==> config.mk <==
export PLATFORM = sky130hd
export DESIGN_NAME = score_uart_reporter_flat
export DESIGN_NICKNAME = d
export VERILOG_FILES = /design/src/rtl/score_uart_reporter_if.sv /design/src/rtl/score_uart_reporter.sv /design/src/flat_wrapper.sv
export SDC_FILE = /design/constraint.sdc
export NUM_CORES = 1
export LEC_CHECK = 0
export ABC_CLOCK_PERIOD_IN_PS = 1800
export BUFFER_PORTS_ARGS = -buffer_cell sky130_fd_sc_hd__buf_2
export CORE_UTILIZATION = 40
export DETAILED_ROUTE_END_ITERATION = 10
export PLACE_DENSITY_LB_ADDON = 0.1
export RECOVER_POWER = 100
export SYNTH_ARGS = -nofsm -noshare
export SYNTH_HDL_FRONTEND = slang
export SYNTH_SLANG_ARGS = --single-unit
==> constraint.sdc <==
create_clock -name clock -period 1.8 [get_ports clock]
set_input_delay 0 -clock clock [delete_from_list [all_inputs] [get_ports clock]]
set_output_delay 0 -clock clock [all_outputs]
set_load 0.05 [all_outputs]
==> src/rtl/score_uart_reporter_if.sv <==
// score_uart_reporter_if
//   Groups the reporter's game-side inputs, the uart_tx handshake and the
//   status output into one bundle.
//   master : the reporter (drives tx_start, tx_data, sending)
//   slave  : the environment (drives score, game_active, tx_busy)
//   Signals:
//     score[5:0]   current score, 0..63
//     game_active  game running flag
//     tx_busy      uart_tx is shifting a byte
//     tx_start     one-cycle byte request to uart_tx
//     tx_data[7:0] byte to send, held until the next load
//     sending      a message is in progress
interface score_uart_reporter_if;
    logic [5:0] score;
    logic       game_active;
    logic       tx_busy;
    logic       tx_start;
    logic [7:0] tx_data;
    logic       sending;

    modport master (input  score, game_active, tx_busy,
                    output tx_start, tx_data, sending);
    modport slave  (output score, game_active, tx_busy,
                    input  tx_start, tx_data, sending);
endinterface

==> src/rtl/score_uart_reporter.sv <==
// score_uart_reporter
//   Turns score changes into "S=NN\r\n" and the end of a game into
//   "END NN\r\n", streamed one byte at a time into uart_tx.
//   Ports:
//     clock  system clock, rising edge
//     reset  synchronous, active high
//     bus    score_uart_reporter_if.master (score, game_active, tx_busy in;
//            tx_start, tx_data, sending out)
//   Parameter:
//     REPORT_UPDATES  1: report every in-game change, 0: only the final score
module score_uart_reporter #(
    parameter bit REPORT_UPDATES = 1'b1
) (
    input  logic                  clock,
    input  logic                  reset,
    score_uart_reporter_if.master bus
);

    typedef enum logic [2:0] {
        S_IDLE, S_LOAD, S_START, S_WAIT_ACK, S_WAIT_DONE
    } state_t;

    state_t     r_state, w_next;
    logic [5:0] r_score_prev;
    logic       r_active_prev;
    logic       r_upd_pend, r_end_pend;
    logic [5:0] r_upd_score, r_end_score, r_snap;
    logic       r_is_end;
    logic [2:0] r_idx;
    logic [7:0] r_tx_data;

    logic       w_upd_trig, w_end_trig;
    logic       w_take_end, w_take_upd;
    logic       w_last;
    logic [5:0] w_tens, w_ones;
    logic [7:0] w_tens_a, w_ones_a, w_byte;

    assign w_upd_trig = REPORT_UPDATES && bus.game_active && (bus.score != r_score_prev);
    assign w_end_trig = r_active_prev && !bus.game_active;

    assign w_tens   = r_snap / 6'd10;
    assign w_ones   = r_snap % 6'd10;
    assign w_tens_a = 8'h30 + {2'b00, w_tens};
    assign w_ones_a = 8'h30 + {2'b00, w_ones};
    assign w_last   = (r_idx == (r_is_end ? 3'd7 : 3'd5));

    // Byte at the current index of the message being sent.
    always_comb begin
        w_byte = 8'h00;
        if (r_is_end) begin
            case (r_idx)
                3'd0:    w_byte = 8'h45;
                3'd1:    w_byte = 8'h4E;
                3'd2:    w_byte = 8'h44;
                3'd3:    w_byte = 8'h20;
                3'd4:    w_byte = w_tens_a;
                3'd5:    w_byte = w_ones_a;
                3'd6:    w_byte = 8'h0D;
                default: w_byte = 8'h0A;
            endcase
        end else begin
            case (r_idx)
                3'd0:    w_byte = 8'h53;
                3'd1:    w_byte = 8'h3D;
                3'd2:    w_byte = w_tens_a;
                3'd3:    w_byte = w_ones_a;
                3'd4:    w_byte = 8'h0D;
                3'd5:    w_byte = 8'h0A;
                default: w_byte = 8'h00;
            endcase
        end
    end

    always_comb begin
        w_next     = r_state;
        w_take_end = 1'b0;
        w_take_upd = 1'b0;
        case (r_state)
            S_IDLE: begin
                // End of game always wins over a pending update.
                if (r_end_pend) begin
                    w_take_end = 1'b1;
                    w_next     = S_LOAD;
                end else if (r_upd_pend) begin
                    w_take_upd = 1'b1;
                    w_next     = S_LOAD;
                end
            end
            S_LOAD:      if (!bus.tx_busy) w_next = S_START;
            S_START:     w_next = S_WAIT_ACK;
            S_WAIT_ACK:  if (bus.tx_busy) w_next = S_WAIT_DONE;
            S_WAIT_DONE: if (!bus.tx_busy) w_next = w_last ? S_IDLE : S_LOAD;
            default:     w_next = S_IDLE;
        endcase
    end

    always_ff @(posedge clock) begin
        if (reset) r_state <= S_IDLE;
        else       r_state <= w_next;
    end

    always_ff @(posedge clock) begin
        if (reset) begin
            // Prev registers track inputs so nothing fires right after reset.
            r_score_prev  <= bus.score;
            r_active_prev <= bus.game_active;
            r_upd_pend    <= 1'b0;
            r_end_pend    <= 1'b0;
            r_upd_score   <= 6'd0;
            r_end_score   <= 6'd0;
            r_snap        <= 6'd0;
            r_is_end      <= 1'b0;
            r_idx         <= 3'd0;
            r_tx_data     <= 8'h00;
        end else begin
            r_score_prev  <= bus.score;
            r_active_prev <= bus.game_active;

            if (w_take_end) begin
                r_end_pend <= 1'b0;
                r_snap     <= r_end_score;
                r_is_end   <= 1'b1;
                r_idx      <= 3'd0;
            end else if (w_take_upd) begin
                r_upd_pend <= 1'b0;
                r_snap     <= r_upd_score;
                r_is_end   <= 1'b0;
                r_idx      <= 3'd0;
            end

            if (r_state == S_LOAD) r_tx_data <= w_byte;
            if (r_state == S_WAIT_DONE && !bus.tx_busy) r_idx <= r_idx + 3'd1;

            // Placed after the take logic so a trigger in the same cycle
            // re-arms the slot instead of being lost.
            if (w_end_trig) begin
                r_end_pend  <= 1'b1;
                r_end_score <= bus.score;
                r_upd_pend  <= 1'b0;
            end else if (w_upd_trig) begin
                r_upd_pend  <= 1'b1;
                r_upd_score <= bus.score;
            end
        end
    end

    assign bus.tx_start = (r_state == S_START);
    assign bus.tx_data  = r_tx_data;
    assign bus.sending  = (r_state != S_IDLE);

endmodule
==> src/flat_wrapper.sv <==
// flat-port wrapper written by rule: the top's interface ports become plain ports
module score_uart_reporter_flat 
#(
    parameter bit REPORT_UPDATES = 1'b1
)
  (clock, reset, bus_score, bus_game_active, bus_tx_busy, bus_tx_start, bus_tx_data, bus_sending);
  score_uart_reporter_if bus_i ();
  input  logic clock;
  input  logic reset;
  input wire logic [$bits(bus_i.score)-1:0] bus_score;
  input wire logic [$bits(bus_i.game_active)-1:0] bus_game_active;
  input wire logic [$bits(bus_i.tx_busy)-1:0] bus_tx_busy;
  output wire logic [$bits(bus_i.tx_start)-1:0] bus_tx_start;
  output wire logic [$bits(bus_i.tx_data)-1:0] bus_tx_data;
  output wire logic [$bits(bus_i.sending)-1:0] bus_sending;
  assign bus_i.score = bus_score;
  assign bus_i.game_active = bus_game_active;
  assign bus_i.tx_busy = bus_tx_busy;
  assign bus_tx_start = bus_i.tx_start;
  assign bus_tx_data = bus_i.tx_data;
  assign bus_sending = bus_i.sending;
  score_uart_reporter #(.REPORT_UPDATES(REPORT_UPDATES)) u_core (.clock(clock), .reset(reset), .bus(bus_i));
endmodule
==> results of run 1 <==
[Yosys cell counts, types with 7 or more instances]
cell type and number:
clkbuf_1 9, nor2b_1 7, dfxtp_1 41, o22ai_1 8, o21ai_0 10, a21oi_1 19, nor2_1 44, mux2i_1 16
nand2_1 10, nand2b_1 7
[critical path, stage by stage (launching register included)]
cell	delay (ps)
dfxtp_1	420
ha_1	190
ha_2	280
inv_1	130
a21oi_1	190
a211oi_2	90
o21ai_0	210
a211oi_1	100
[metrics by stage]
stage                     instances  instance area, um2
after floorplan                 279                2355
after global placement          369                2572
after detailed placement        369                2572
after CTS                       385                2764
after global routing            385                2806
final                           385                2806
[worst min-delay path by stage]
stage	slack (ps)	to	depth (start not counted)	startpoint
detailed placement	160	u_core.r_score_prev[5]	1	bus_score[5]
finish	230	u_core.r_end_score[0]	2	reset
CTS	220	u_core.r_idx[2]	2	reset
floorplan	30	u_core.r_active_prev	0	bus_game_active
global placement	160	u_core.r_score_prev[2]	1	bus_score[2]
global route	250	u_core.r_upd_score[0]	2	reset
[sequential cells by signal, indices dropped and copies added, names as in the netlist, 3 cells and up]
signal	flops
u_core.r_upd_score	6
u_core.r_idx	3
u_core.bus.tx_data	7
u_core.r_end_score	6
u_core.r_score_prev	6
u_core.r_state	3
u_core.r_snap	6
[timing repair]
action                     4_1_cts  5_1_grt
resized for setup                0       17
setup buffers                    0        0
hold endpoints to repair        18        0
setup endpoints to repair        0        6
hold buffers                     8        0
[area by class of cell]
cell class	instances	area [um2]
flip-flops and latches	41	824.5
well taps	72	90.09
inverters	9	33.78
repair buffers	48	307.8
clock inverters	2	38.79
multi-input cells	207	1439
clock buffers	6	72.57
fillers	554	2768
[kinds of logic (layout without fill, tap and decap cells)]
logic type	Yosys count	count (layout)	share of synthesized area, %
flip-flops	41	41	34.91
multiplexers	16	16	6.812
buffers and inverters	31	65	6.865
AND/OR/NAND/NOR	94	94	20.81
AO/OA/AOI/OAI	79	79	23.74
adder cells (fa/ha/maj)	6	6	3.193
XOR/XNOR	9	9	3.353
other	2	3	0.3194
[power by group]
part,switching (mW),internal (mW)
Clock,0.326,0.417
Combinational,0.423,0.256
Sequential,0.0832,0.985
Total,0.832,1.66
[metal layers]
layer | track usage [%] | part of all wire (%)
met2 | 32.09 | 48
met4 | 7.963 | 2.8
met3 | 3.372 | 4.0
met1 | 22.88 | 45
met5 | 0 | 0
==> impl_metrics.csv, run 1 <==
group,metric,value,unit
die,start_util,42.18,%
route,drtIter0Drc,101,
worst_setup_path,r2r-start,"u_core.r_idx[0]",
die,dieWidth,78.67,um
place,place_congestion,0.8783,
yosys,yosysSeqAreaShare,34.91,%
die,ios,20,
clocking,cts_buffers,5,
clocking,cts_sinks,41,
yosys,synth_top_area_share,34.91,%
yosys,syn_avg_cell_area,8.457,um2
clocking,cts_root_buf,"clkbuf_8",
timing,finClkSkew,4.350,ps
route,wl_per_cell,14.24,um
timing,period_share,96.89,%
clocking,cts_buffer_depth,2,
power_and_ir_drop,leakage,1.066,nW
place,place.port_buffers,18,
timing,drv_slew,0,
yosys,synth.ff_latch_count,41,
die,die_h,78.67,um
timing,fin_crit,1744,ps
yosys,ys_warn_count,0,
route,postRouteWirelength,5.482,mm
job,cap_violations,0,
final_layout,fin_util,50.35,%
yosys,postSynth.asyncResetShare,0,%
worst_setup_path,arrival,1890,ps
worst_setup_path,cp-startpoint,"u_core.r_idx[0]",
yosys,syn_inst,278,
timing,relSlewSlack,56.55,%
worst_setup_path,rrSetupSlack,60,ps
worst_setup_path,ff2ff_path_depth,7,
clocking,cts_tree,"built",
worst_setup_path,crit_end,"u_core.bus.tx_data[3]",
global_routing,grt_pass1_vias,1959,
global_routing,antenna_found_initial,0,
final_layout,antennaDiodeCount,0,
final_layout,final_nets,328,
timing,hold_viol,0,
status,outcome,"finished, final reports clean",
power_and_ir_drop,power_density,887.3,mW/mm2
clocking,clkTransAtPathRegs,80,ps
route,ant_nets,0,
clocking,clock_latency,290,ps
final_layout,final_cell_mix,"nor2_1 (44), dfxtp_1 (38), a21oi_1 (20)",
route,remaining_drc_errors,0,
place,place_ws,20.09,ps
place,hpwlAfterDp,3.811,mm
timing,worst_slack,55.93,ps
worst_setup_path,critPathMaxFanout,7,
yosys,synth_edf_count,0,
worst_setup_path,reg2reg_to,"u_core.bus.tx_data[3]",
route,dr.pass1.iters,5,
global_routing,grt_pass1_wl,9.128,mm
global_routing,grt.overflow.total,0,
yosys,synth_area_leaders,"dfxtp_1 (35%), nor2_1 (7.0%), mux2i_1 (6.8%)",
die,die_area,0.006188,mm2
timing,setup_viol,0,
timing,finalSetupTns,0,ps
hold_path,hold_class,"input port to flop",
timing,whs,225.5,ps
power_and_ir_drop,vdd_ir_drop_max,0.0004362,V
power_and_ir_drop,total_power,2.490,mW
yosys,netlist_area,0.002351,mm2
global_routing,grt_max_degree,35,
worst_setup_path,required,1950,ps
yosys,synth_ff_type,"dfxtp_1",
global_routing,grtUsageTotal,18.76,%
die,floorplan.rows,27,
worst_setup_path,path_class,"flop to flop",
timing,max_freq,0.5734,GHz
route,vias,2103,
route,via_per_inst,5.462,
clocking,cts-htree-levels,2,
worst_setup_path,startpoint_type,"flop",
final_layout,area_growth,19.37,%
yosys,synth_cell_types,55,
die,core,0.005574,mm2
final_layout,mostFrequentLayoutCell,"nor2_1",
worst_setup_path,end_kind,"flop",
final_layout,layout-drive-gt1-share,18.53,%
yosys,yosysTopAreaCell,"dfxtp_1",
timing,worstMarginPinSlew,651.7,ps
Note: power is estimated with default switching activity, not from simulation.
==> run 2, diff against run 1 <==
--- a/config.mk
+++ b/config.mk
@@ -7,6 +7,7 @@
 export LEC_CHECK = 0
 export ABC_CLOCK_PERIOD_IN_PS = 1800
 export BUFFER_PORTS_ARGS = -buffer_cell sky130_fd_sc_hd__buf_2
+export CORE_ASPECT_RATIO = 0.9
 export CORE_UTILIZATION = 40
 export DETAILED_ROUTE_END_ITERATION = 10
 export PLACE_DENSITY_LB_ADDON = 0.1
==> run 2 against run 1 <==
Design area shrank 1.0%. Critical path depth decreased by 1. Flip-flop and latch count unchanged. Largest power group unchanged. Via count decreased by 3.0%. Clock skew decreased by 2.1 ps. Cell count down 0.52%. Non-clock buffer count did not move. Clock power is 8.5% higher. Combinational power is 2.9% lower.
==> impl_metrics.csv, run 2 (synthesis gave the netlist of run 1 again) <==
group,metric,value,unit
route,vias,2039,
worst_setup_path,required,2030,ps
worst_setup_path,startpoint_type,"flop",
hold_path,hold_class,"input port to flop",
timing,finClkSkew,2.207,ps
status,outcome,"finished, final reports clean",
die,core,0.005660,mm2
place,place_congestion,0.8017,
clocking,cts_tree,"built",
final_layout,fillers,580,
route,dr.pass1.iters,4,
timing,setup_viol,0,
timing,fin_crit,1641,ps
die,start_util,41.53,%
route,wl_per_cell,13.87,um
global_routing,grt_pass1_wl,8.901,mm
power_and_ir_drop,p_int,1.686,mW
worst_setup_path,end_kind,"flop",
final_layout,layout-drive-gt1-share,19.49,%
timing,drv_slew,0,
final_layout,largest_reg_flops,7,
final_layout,final_cell_mix,"nor2_1 (43), dfxtp_1 (35), buf_4 (20)",
global_routing,grtUsageTotal,17.74,%
final_layout,mostFrequentLayoutCell,"nor2_1",
global_routing,grt.overflow.total,0,
final_layout,final_nets,328,
power_and_ir_drop,power_density,911.9,mW/mm2
job,cap_violations,0,
hold_path,whs_path_depth,2,
worst_setup_path,path_cells,"inv_1, ha_2, nor4_2, a31oi_1, a211o_1, a21oi_2",
power_and_ir_drop,power_frac_seq,42.2,%
power_and_ir_drop,swShare,33.44,%
route,postRouteWirelength,5.311,mm
worst_setup_path,ff2ff_path_depth,6,
power_and_ir_drop,leakage,1.061,nW
clocking,clkTransAtPathRegs,80,ps
timing,relSlewSlack,55.61,%
route,drtIter0Drc,84,
worst_setup_path,critPathMaxFanout,7,
die,die_area,0.006188,mm2
route,remaining_drc_errors,0,
clocking,cts_root_buf,"clkbuf_8",
die,floorplan.rows,26,
route,ant_nets,0,
route,via_per_inst,5.324,
power_and_ir_drop,vdd_ir_drop_max,0.0004804,V
final_layout,area_growth,18.15,%
place,place.port_buffers,18,
worst_setup_path,arrival,1870,ps
clocking,cts_sinks,41,
power_and_ir_drop,power.share.clock,31.8,%
die,die_h,74.73,um
timing,worstMarginPinSlew,665.8,ps
die,ios,20,
final_layout,ff_latch_area,828.3,um2
global_routing,antenna_found_initial,0,
worst_setup_path,path_class,"flop to flop",
global_routing,grt_pass1_vias,1898,
timing,finalSetupTns,0,ps
timing,hold_viol,0,
timing,whs,219.7,ps
clocking,clock_latency,290,ps
final_layout,multiInputGateArea,0.001398,mm2
final_layout,antennaDiodeCount,0,
power_and_ir_drop,power_switching,0.8471,mW
timing,max_freq,0.6093,GHz
clocking,cts_buffers,5,
power_and_ir_drop,pwr-share-comb,26.0,%
place,hpwlAfterDp,3.700,mm
global_routing,grt_max_degree,35,
timing,period_share,91.18,%
worst_setup_path,worst_path_max_delay_cell,"dfxtp_2",
clocking,cts-htree-levels,2,
clocking,cts_buffer_depth,2,
worst_setup_path,slowest_delay,370,ps
die,dieWidth,82.81,um
==> run 2: changes by cell type in the layout (fill, tap and decap cells not counted), sizes merged <==
cell      before  now
clkbuf        26   24
clkinv         1    0
clkinvlp       0    1
buf           20   22
==> run 2: final timing paths <==
kind	from	endpoint	slack (ps)
setup / recovery	u_core.r_idx[0]	u_core.bus.tx_data[1]	160
hold / removal	reset	u_core.r_idx[1]	220
setup reg to reg	u_core.r_idx[0]	u_core.bus.tx_data[1]	160
hold reg to reg	u_core.bus.tx_data[4]	u_core.bus.tx_data[4]	460
==> run 2: cell type report <==
type	instances	share of cell area, %
Tap cell	70	3.153
Clock buffer	6	2.973
Clock inverter	2	1.351
Sequential cell	41	29.82
Timing Repair Buffer	48	11.17
Inverter	9	1.216
Multi-Input combinational cell	207	50.32
==> run 2: repair_timing <==
action	4_1_cts	5_1_grt
hold buffers	8	0
gates resized for setup	1	13
endpoints found under the setup margin	1	6
buffers inserted	0	0
endpoints found under the hold margin	19	0
==> run 2: stage by stage <==
| stage | instances | cell area, um2 | util, % | total power, mW | worst slack (ps) |
|---|---|---|---|---|---|
| 2_1_floorplan | 279 | 2355 | - | 1.600 | 50.08 |
| 3_3_place_gp | 367 | 2570 | 45.40 | 1.742 | 55.28 |
| 3_5_place_dp | 367 | 2570 | 45.40 | 1.747 | 13.24 |
| 4_1_cts | 383 | 2776 | 49.05 | 2.560 | 8.730 |
| 5_1_grt | 383 | 2778 | 49.07 | 2.670 | -10.33 |
| 6_report | 383 | 2778 | 49.07 | 2.533 | 158.7 |
==> run 2: routing by layer <==
| layer | wire length [um] | track usage, % | part of all wire [%] |
|---|---|---|---|
| met2 | 2401 | 30.60 | 45 |
| met1 | 2722 | 22.91 | 51 |
| met5 | 0 | 0 | 0 |
| met4 | 65 | 6.322 | 1.2 |
| met3 | 121 | 2.961 | 2.3 |
==> run 2: worst max-delay path, delay by kind of cell (launching register included) <==
family	cells	cell delay [ps]
buffers and inverters	1	90
AND/OR/NAND/NOR	1	350
flip-flops	1	370
AO/OA/AOI/OAI	3	510
adder cells (fa/ha/maj)	1	260
==> run 2: power by group through the flow <==
stage | sequential [mW] | clock (mW) | combinational (mW)
global route | 1.09 | 0.857 | 0.727
floorplan | 1.12 | 0 | 0.478
CTS | 1.07 | 0.820 | 0.673
detailed placement | 1.09 | 0 | 0.658
global placement | 1.09 | 0 | 0.655
finish | 1.07 | 0.805 | 0.659
==> run 3, diff against run 2 <==
--- a/config.mk
+++ b/config.mk
@@ -7,6 +7,8 @@
 export LEC_CHECK = 0
 export ABC_CLOCK_PERIOD_IN_PS = 1800
 export BUFFER_PORTS_ARGS = -buffer_cell sky130_fd_sc_hd__buf_2
+export CELL_PAD_IN_SITES_DETAIL_PLACEMENT = 0
+export CELL_PAD_IN_SITES_GLOBAL_PLACEMENT = 1
 export CORE_ASPECT_RATIO = 0.9
 export CORE_UTILIZATION = 40
 export DETAILED_ROUTE_END_ITERATION = 10
==> run 3 against run 2 <==
Sequential power is essentially flat. Clock-buffer cell count fell by 1. Critical endpoint is now u_core.bus.tx_data[3]. Largest power group unchanged. Global-route usage rose by 0.40 points.
==> impl_metrics.csv, run 3 (synthesis gave the netlist of run 1 again) <==
group,metric,value,unit
final_layout,instances_no_fill,385,
clocking,cts_buffer_depth,2,
final_layout,antennaDiodeCount,0,
power_and_ir_drop,power_density,858.4,mW/mm2
clocking,cts_sinks,41,
route,wl_per_cell,14.13,um
route,via_per_inst,5.226,
place,place.port_buffers,18,
global_routing,grt_max_degree,35,
clocking,cts_tree,"built",
power_and_ir_drop,vdd_ir_drop_max,0.0005396,V
timing,worst_slack,150.3,ps
global_routing,grt_pass1_vias,1908,
die,core,0.005660,mm2
worst_setup_path,crit_family,"compound AO/OA/AOI/OAI gates",
place,place_congestion,0.7907,
clocking,cts-htree-levels,2,
final_layout,layout-drive-gt1-share,19.37,%
hold_path,hold_class,"input port to flop",
route,remaining_drc_errors,0,
worst_setup_path,arrival,1870,ps
route,vias,2012,
route,postRouteWirelength,5.441,mm
global_routing,grtUsageTotal,18.15,%
power_and_ir_drop,total_power,2.382,mW
clocking,postCtsSetupRepairBufs,0,
clocking,clock_latency,300,ps
global_routing,grt.overflow.total,0,
route,drtIter0Drc,83,
worst_setup_path,startpoint_type,"flop",
power_and_ir_drop,power.share.clock,27.3,%
place,place_inst,369,
timing,finClkSkew,6.560,ps
worst_setup_path,slowest_delay,350,ps
place,place_ws,30.78,ps
worst_setup_path,path_cells,"ha_1, ha_2, nor3_2, a211oi_1, a211oi_1, o21ai_0, a211oi_1",
die,dieWidth,82.81,um
worst_setup_path,critPathMaxFanout,5,
route,dr.pass1.iters,4,
worst_setup_path,end_kind,"flop",
status,outcome,"finished, final reports clean",
global_routing,grt_pass1_wl,8.983,mm
clocking,cts_buffers,5,
place,hpwlAfterDp,3.823,mm
power_and_ir_drop,leakage,1.058,nW
timing,period_share,91.65,%
die,ios,20,
clocking,clkTransAtPathRegs,90,ps
timing,setup_viol,0,
die,floorplan.rows,26,
worst_setup_path,required,2020,ps
route,ant_nets,0,
final_layout,fillers,606,
worst_setup_path,cp_common_cell,"a211oi_1",
route,dr.max_layer_used,"met4",
timing,drv_slew,0,
power_and_ir_drop,pwr-share-comb,28.2,%
final_layout,final_cell_mix,"nor2_1 (43), dfxtp_1 (38), buf_4 (22)",
route,dr_wl_met3,141,um
power_and_ir_drop,p_int,1.522,mW
route,wl_met2,2.561,mm
route,wirelength_met1,2.701,mm
clocking,cts_root_buf,"clkbuf_8",
global_routing,antenna_found_initial,0,
timing,whs,226.5,ps
job,cap_violations,0,
power_and_ir_drop,power_switching,0.8604,mW
timing,max_freq,0.6062,GHz
final_layout,area_growth,18.04,%
timing,hold_viol,0,
timing,relSlewSlack,54.50,%
die,die_h,74.73,um
worst_setup_path,worst_path_max_delay_cell,"dfxtp_2",
timing,worstMarginPinSlew,682.5,ps
die,start_util,41.53,%
final_layout,mostFrequentLayoutCell,"nor2_1",
final_layout,final_nets,330,
power_and_ir_drop,swShare,36.12,%
timing,fin_crit,1650,ps
die,die_area,0.006188,mm2
power_and_ir_drop,power_frac_seq,44.6,%
worst_setup_path,path_class,"flop to flop",
final_layout,largest_reg_flops,7,
worst_setup_path,crit_buf_inv,0,
==> run 3: cell count changes in the layout (fill, tap and decap cells not counted), sizes merged <==
cell and delta:
buf +2, clkbuf -1, bufinv -1, inv +2
==> run 3: repair_timing <==
action | in CTS | in global routing
resized for setup | 0 | 12
hold buffers | 8 | 0
endpoints found under the setup margin | 0 | 6
endpoints found under the hold margin | 21 | 0
==> run 3: worst paths after layout <==
| kind | slack (ps) | end | cells past startpoint | startpoint |
|---|---|---|---|---|
| hold / removal | 230 | u_core.r_snap[3] | 2 | reset |
| setup reg to reg | 150 | u_core.bus.tx_data[3] | 7 | u_core.r_idx[0] |
| setup / recovery | 150 | u_core.bus.tx_data[3] | 7 | u_core.r_idx[0] |
| hold reg to reg | 460 | u_core.bus.tx_data[4] | 2 | u_core.bus.tx_data[4] |
==> run 3: worst reg2reg max path, delay by kind of cell, from the launching register on <==
kind	cells	cell delay (ps)
AO/OA/AOI/OAI	4	630
adder cells (fa/ha/maj)	2	420
flip-flops	1	350
AND/OR/NAND/NOR	1	190
==> run 3: layer usage <==
metal | track usage [%] | up-vias
li1 | - | 1058
met1 | 23.41 | 920
met2 | 31.88 | 30
met3 | 3.070 | 4
met4 | 5.172 | 0
met5 | 0 | -
==> run 3: metrics by stage <==
stage                     instance area (um2)  utilization [%]  setup TNS, ps
after floorplan                          2355                -              0
after global placement                   2585            45.67              0
after detailed placement                 2585            45.67              0
after CTS                                2759            48.74              0
after global routing                     2775            49.03         -14.41
final                                    2775            49.03              0
==> run 3: final cells by class <==
type                    instances  area, um2  area share, %
well taps                      70      87.58          3.156
inverters                       9      33.78          1.217
clock inverters                 3      25.02         0.9017
repair buffers                 50      327.8          11.81
clock buffers                   5      68.82          2.480
flip-flops and latches         41      824.5          29.71
multi-input cells             207       1408          50.72
==> run 3: power by group through the flow <==
stage / Clock [mW] / Sequential (mW) / Combinational, mW
floorplan: 0 / 1.12 / 0.478
global placement: 0 / 1.08 / 0.672
detailed placement: 0 / 1.08 / 0.673
CTS: 0.677 / 1.06 / 0.688
global route: 0.711 / 1.08 / 0.746
finish: 0.649 / 1.06 / 0.671
